$ cat src/rtl/event_led_stretcher.sv
// event_led_stretcher: N-channel event-to-LED pulse stretcher.
// Each channel synchronises a raw event into clk125MHz, triggers on level or
// rising edge, and holds its LED on for HOLD_CYCLES cycles (one-shot or
// retriggerable per channel). A one-cycle 'expired' pulse marks the end of a hold.
// Optional feature macro: EVENT_COUNT_EN adds a saturating 16-bit trigger
// counter per channel (event_count output, count_clr input).
module event_led_stretcher #(
  parameter int unsigned CHANNELS    = 8,
  parameter int unsigned HOLD_CYCLES = 71072000,
  parameter int unsigned CNT_W       = 27,
  parameter int unsigned SYNC_STAGES = 2,
  parameter bit          EDGE_TRIG   = 1'b0,
  parameter bit          ACTIVE_LOW  = 1'b0
) (
  input  logic                    clk125MHz,
  input  logic                    resetn,
  input  logic [CHANNELS-1:0]     event_in,
  input  logic [CHANNELS-1:0]     chan_en,
  input  logic [CHANNELS-1:0]     retrig,
  output logic [CHANNELS-1:0]     led,
  output logic [CHANNELS-1:0]     expired
`ifdef EVENT_COUNT_EN
  ,
  output logic [16*CHANNELS-1:0]  event_count,
  input  logic                    count_clr
`endif
);

  localparam int unsigned     EVT_CNT_W = 16;
  localparam logic [CNT_W-1:0] HOLD_VAL = CNT_W'(HOLD_CYCLES);
  localparam logic [CNT_W-1:0] CNT_ONE  = CNT_W'(1);

  // Channel state is carried by the hold counter; this enum is its decoded view
  typedef enum logic [1:0] {
    ST_IDLE,
    ST_HOLD,
    ST_LAST
  } state_e;

  logic [CHANNELS-1:0] led_q;

  for (genvar i = 0; i < CHANNELS; i++) begin : g_chan
    logic [SYNC_STAGES-1:0] sync_q;
    logic                   ev_d_q;
    logic                   ev_s;
    logic                   trig_c;
    logic [CNT_W-1:0]       cnt_q;
    logic [CNT_W-1:0]       cnt_d;
    logic                   led_r;
    logic                   led_d;
    logic                   exp_r;
    logic                   exp_d;
    state_e                 state_c;

    assign ev_s = sync_q[SYNC_STAGES-1];

    // Synchroniser chain plus one delay flop used for rising-edge detection
    always_ff @(posedge clk125MHz or negedge resetn) begin
      if (!resetn) begin
        sync_q <= '0;
        ev_d_q <= 1'b0;
      end else begin
        sync_q <= {sync_q[SYNC_STAGES-2:0], event_in[i]};
        ev_d_q <= ev_s;
      end
    end

    // Trigger qualified by the channel enable
    assign trig_c = chan_en[i] & (EDGE_TRIG ? (ev_s & ~ev_d_q) : ev_s);

    // Decode the counter into IDLE / HOLD / LAST (LAST checked after IDLE so HOLD_CYCLES=1 skips HOLD)
    always_comb begin
      state_c = ST_HOLD;
      if (cnt_q == '0) begin
        state_c = ST_IDLE;
      end else if (cnt_q == HOLD_VAL) begin
        state_c = ST_LAST;
      end
    end

    // Next-state and output logic for one channel
    always_comb begin
      cnt_d = cnt_q;
      led_d = led_r;
      exp_d = 1'b0;
      if (!chan_en[i]) begin
        cnt_d = '0;
        led_d = 1'b0;
      end else begin
        case (state_c)
          ST_IDLE: begin
            if (trig_c) begin
              cnt_d = CNT_ONE;
              led_d = 1'b1;
            end
          end
          ST_HOLD: begin
            if (retrig[i] && trig_c) begin
              cnt_d = CNT_ONE;
            end else begin
              cnt_d = cnt_q + CNT_ONE;
            end
          end
          ST_LAST: begin
            if (retrig[i] && trig_c) begin
              cnt_d = CNT_ONE;
            end else begin
              cnt_d = '0;
              led_d = 1'b0;
              exp_d = 1'b1;
            end
          end
          default: begin
            cnt_d = '0;
            led_d = 1'b0;
          end
        endcase
      end
    end

    // Channel state register
    always_ff @(posedge clk125MHz or negedge resetn) begin
      if (!resetn) begin
        cnt_q <= '0;
        led_r <= 1'b0;
        exp_r <= 1'b0;
      end else begin
        cnt_q <= cnt_d;
        led_r <= led_d;
        exp_r <= exp_d;
      end
    end

    assign led_q[i]   = led_r;
    assign expired[i] = exp_r;

`ifdef EVENT_COUNT_EN
    logic [EVT_CNT_W-1:0] evt_cnt_q;

    // Saturating trigger counter; clear takes priority over increment
    always_ff @(posedge clk125MHz or negedge resetn) begin
      if (!resetn) begin
        evt_cnt_q <= '0;
      end else if (count_clr) begin
        evt_cnt_q <= '0;
      end else if (trig_c && (evt_cnt_q != {EVT_CNT_W{1'b1}})) begin
        evt_cnt_q <= evt_cnt_q + EVT_CNT_W'(1);
      end
    end

    assign event_count[EVT_CNT_W*i +: EVT_CNT_W] = evt_cnt_q;
`endif
  end

  // Board polarity applied after the flop
  assign led = led_q ^ {CHANNELS{ACTIVE_LOW}};

endmodule
$ cat config.mk
export PLATFORM = sky130hd
export DESIGN_NAME = event_led_stretcher
export DESIGN_NICKNAME = d
export VERILOG_FILES = /design/src/rtl/event_led_stretcher.sv
export SDC_FILE = /design/constraint.sdc
export NUM_CORES = 1
export LEC_CHECK = 0
export CAP_MARGIN = 5
export CELL_PAD_IN_SITES_DETAIL_PLACEMENT = 2
export CELL_PAD_IN_SITES_GLOBAL_PLACEMENT = 2
export CORE_MARGIN = 1.5
export CORE_UTILIZATION = 30
export CTS_CLUSTER_SIZE = 25
export DETAILED_ROUTE_END_ITERATION = 8
export GPL_TIMING_DRIVEN = 1
export PLACE_DENSITY = 0.74
export SYNTH_ARGS = -nofsm -noshare
export SYNTH_HDL_FRONTEND = slang
export SYNTH_SLANG_ARGS = --single-unit
$ cat constraint.sdc
create_clock -name clk125MHz -period 2 [get_ports clk125MHz]
set_input_delay 0.4 -clock clk125MHz [delete_from_list [all_inputs] [get_ports clk125MHz]]
set_output_delay 0.4 -clock clk125MHz [all_outputs]
set_load 0.03 [all_outputs]
==> results of run 1 <==
-- kinds of logic (layout without fill, tap and decap cells) --
group | after synthesis | in the layout | synth area share
DFF | 248 | 248 | 0.481
muxes | 5 | 5 | 0.00397
xor gates and xnor gates | 189 | 189 | 0.128
and+or+nand+nor | 750 | 750 | 0.299
AOI/OAI and AO/OA | 68 | 68 | 0.0341
buffers and inverters | 97 | 359 | 0.0388
adders and majority gates | 16 | 16 | 0.0155
-- repair_timing --
item                       in CTS  in global routing
setup buffers                   3                 23
hold endpoints to repair       30                  0
gates cloned                    0                  7
hold buffers                    1                  0
setup endpoints to repair     180                222
pin swaps                      18                 54
resized for setup              46                142
-- critical path, cell delays in order (launching register included) --
cell and delay (ns):
dfrtp_1 0.40, inv_2 0.09, ha_4 0.13, nor4b_4 0.19, nand4_1 0.22, or4_4 0.60, nand4_4 0.14, clkbuf_16 0.20
nor2_4 0.03
-- routing by layer --
| metal | vias up | global-route usage | part of all wire |
|---|---|---|---|
| met5 | - | 0 | 0 |
| met4 | 0 | 0.0429 | 0.019 |
| met3 | 56 | 0.0308 | 0.028 |
| met2 | 117 | 0.313 | 0.52 |
| met1 | 5793 | 0.221 | 0.43 |
| li1 | 5225 | - | - |
-- cells in the final DEF, fill, tap and decap left out, types with 24 or more instances in the layout --
cell type,n
buf_4,185
clkbuf_16,39
clkdlybuf4s50_1,30
dfrtp_1,248
inv_1,39
nand2_1,113
nand3_1,85
nand4_1,76
nor2_1,216
nor2_4,24
nor3_1,28
nor4_1,34
nor4_2,26
xnor2_1,72
xor2_1,117
-- flip-flops by register name, indices dropped and copies added, names as in the netlist --
| name | flops |
|---|---|
| g_chan.exp_r | 8 |
| g_chan.cnt_q | 216 |
| g_chan.led_r | 8 |
| g_chan.sync_q | 16 |
-- cell type report --
class	count	share of cell area
inverter	45	0.00973
tap	539	0.0389
clock buffer	52	0.0606
sequential	248	0.358
multi-input combinational	1028	0.399
clock inverter	7	0.00454
timing repair buffer	255	0.130
-- per-stage QoR --
| step | hold WS (ns) | instance area, um2 | setup TNS (ns) |
|---|---|---|---|
| after floorplan | 0.104 | 12900 | 0 |
| after global placement | 0.275 | 15200 | -3.86 |
| after detailed placement | 0.276 | 15200 | -9.01 |
| after CTS | 0.270 | 16500 | -0.901 |
| after global routing | 0.286 | 17400 | -15.14 |
| final | 0.299 | 17400 | -4.05 |
-- where the power goes --
group          total [mW]  internal (mW)  switching [mW]  leakage, nW
clock                6.20           3.76            2.44        0.558
sequential           5.16           5.10          0.0659         3.41
combinational        1.40          0.642           0.760         3.30
-- path summary, 6_finish.rpt --
| kind | cells past startpoint | end | startpoint | slack [ns] |
|---|---|---|---|---|
| worst max-delay path | 8 | g_chan[1].cnt_q[7] | g_chan[1].cnt_q[0] | -0.11 |
| worst min-delay path | 2 | g_chan[6].cnt_q[9] | resetn | 0.30 |
| worst max register to register | 8 | g_chan[1].cnt_q[7] | g_chan[1].cnt_q[0] | -0.11 |
| worst min register to register | 0 | g_chan[2].sync_q[1] | g_chan[2].sync_q[0] | 0.34 |
| max in group asynchronous | 3 | g_chan[5].cnt_q[13] | resetn | 0.97 |
| min in group clk125MHz | 1 | g_chan[1].sync_q[0] | event_in[1] | 0.31 |
==> impl_metrics.tcl, run 1 <==
set metrics [dict create \
    final-max-slew-violation-count 0 \
    tightest_slew_ns 0.551 \
    synth_common_cells "nor2_1, dfrtp_1, xor2_1" \
    syn_area_um2 12900 \
    place_congestion 0.789 \
    status "finished, violations left" \
    clk_latency_ns 0.55 \
    die_area_um2 44300 \
    stdcell_count 2174 \
    clock-root-buffer "clkbuf_16" \
    grt_pass1_vias 12300 \
    overflow 0 \
    area_growth_pct 34.4 \
    grt_pass1_wl_mm 64.0 \
    yosys-top-cells-area "dfrtp_1, xor2_1, nor2_1" \
    skew_ns 0.0252 \
    cts_max_level 2 \
    layout_setup_ws_ns -0.111 \
    ys_types 56 \
    synth_top_cell_area_share 0.481 \
    yosysTopAreaCell "dfrtp_1" \
    placed_cells 2082 \
    ir_worst_vdd_v 0.000498 \
    via_count 11200 \
    max-slew-margin-rel 0.629 \
    antenna_found_initial 0 \
    nNetsFinal 1655 \
    synth_edf_count 0 \
    p_total_mw 12.8 \
    netlist_instances 1373 \
    num_io_pins 42 \
    multi_input_area_um2 6920 \
    clock.fmax_ghz 0.474 \
    post-route-period-util 1.06 \
    wl_per_cell_um 18.8 \
    cp.required_ns 2.42 \
    ant_nets 0 \
    cts_tree "done" \
    layout-drive-gt1-share 0.250 \
    drv_cap 0 \
    period_minus_slack_ns 2.11 \
    final-setup-viol-count 76 \
    rows 75 \
    violations "negative setup slack" \
    hold_viol_final 0 \
    grt_use_total 0.176 \
    drc_errors 0 \
    clock-sinks 248 \
    numCtsBuffers 35 \
    die_y_um 210 \
    synth_nets 1415 \
    yosysMostFrequentCell "nor2_1" \
    synth-seq-area-share 0.481 \
    endpoint_kind "flop" \
    core_um2 42200 \
    first_pass_iters 4 \
    syn_avg_cell_area_um2 9.40 \
    wl_mm 40.8 \
    die_x_um 210 \
    cp-start-kind "flop" \
    hpwl_mm 26.0 \
    async_reset_ff_frac 1.00 \
    cp.arrival_ns 2.53 \
    drtIter0Drc 406 \
    n_antenna_cell 0 \
    cp_max_fo 6 \
    ctsLongestPathBuffers 3 \
    hp-class "in -> async" \
    yosys_warnings 0 \
    seqCellArea_um2 6210 \
    nFillCells 4479 \
    dp_worst_setup_slack_ns -0.143 \
    rsz0062_at_grt "true" \
    clk_pin_slew_ns 0.05 \
    portBuffers 41 \
    vias_per_cell 5.15 \
    synthFlopType "dfrtp_1" \
    initial_core_util 0.306 \
    ys_ff_latch 248 \
    power_leakage_nw 7.26 \
    power_density_nw_per_um2 736 \
    critPathKind "reg -> reg" \
    post-route-util 0.411 \
    grt_max_degree 69 \
]
No activity file was read; power rests on OpenSTA's default activity.
==> inputs of run 2 (changes only) <==
--- a/config.mk
+++ b/config.mk
@@ -10,7 +10,6 @@
 export CELL_PAD_IN_SITES_GLOBAL_PLACEMENT = 2
 export CORE_MARGIN = 1.5
 export CORE_UTILIZATION = 30
-export CTS_CLUSTER_SIZE = 25
 export DETAILED_ROUTE_END_ITERATION = 8
 export GPL_TIMING_DRIVEN = 1
 export PLACE_DENSITY = 0.74
==> results of run 2 <==
The final DEF is identical to that of run 1; final timing and power are the same.
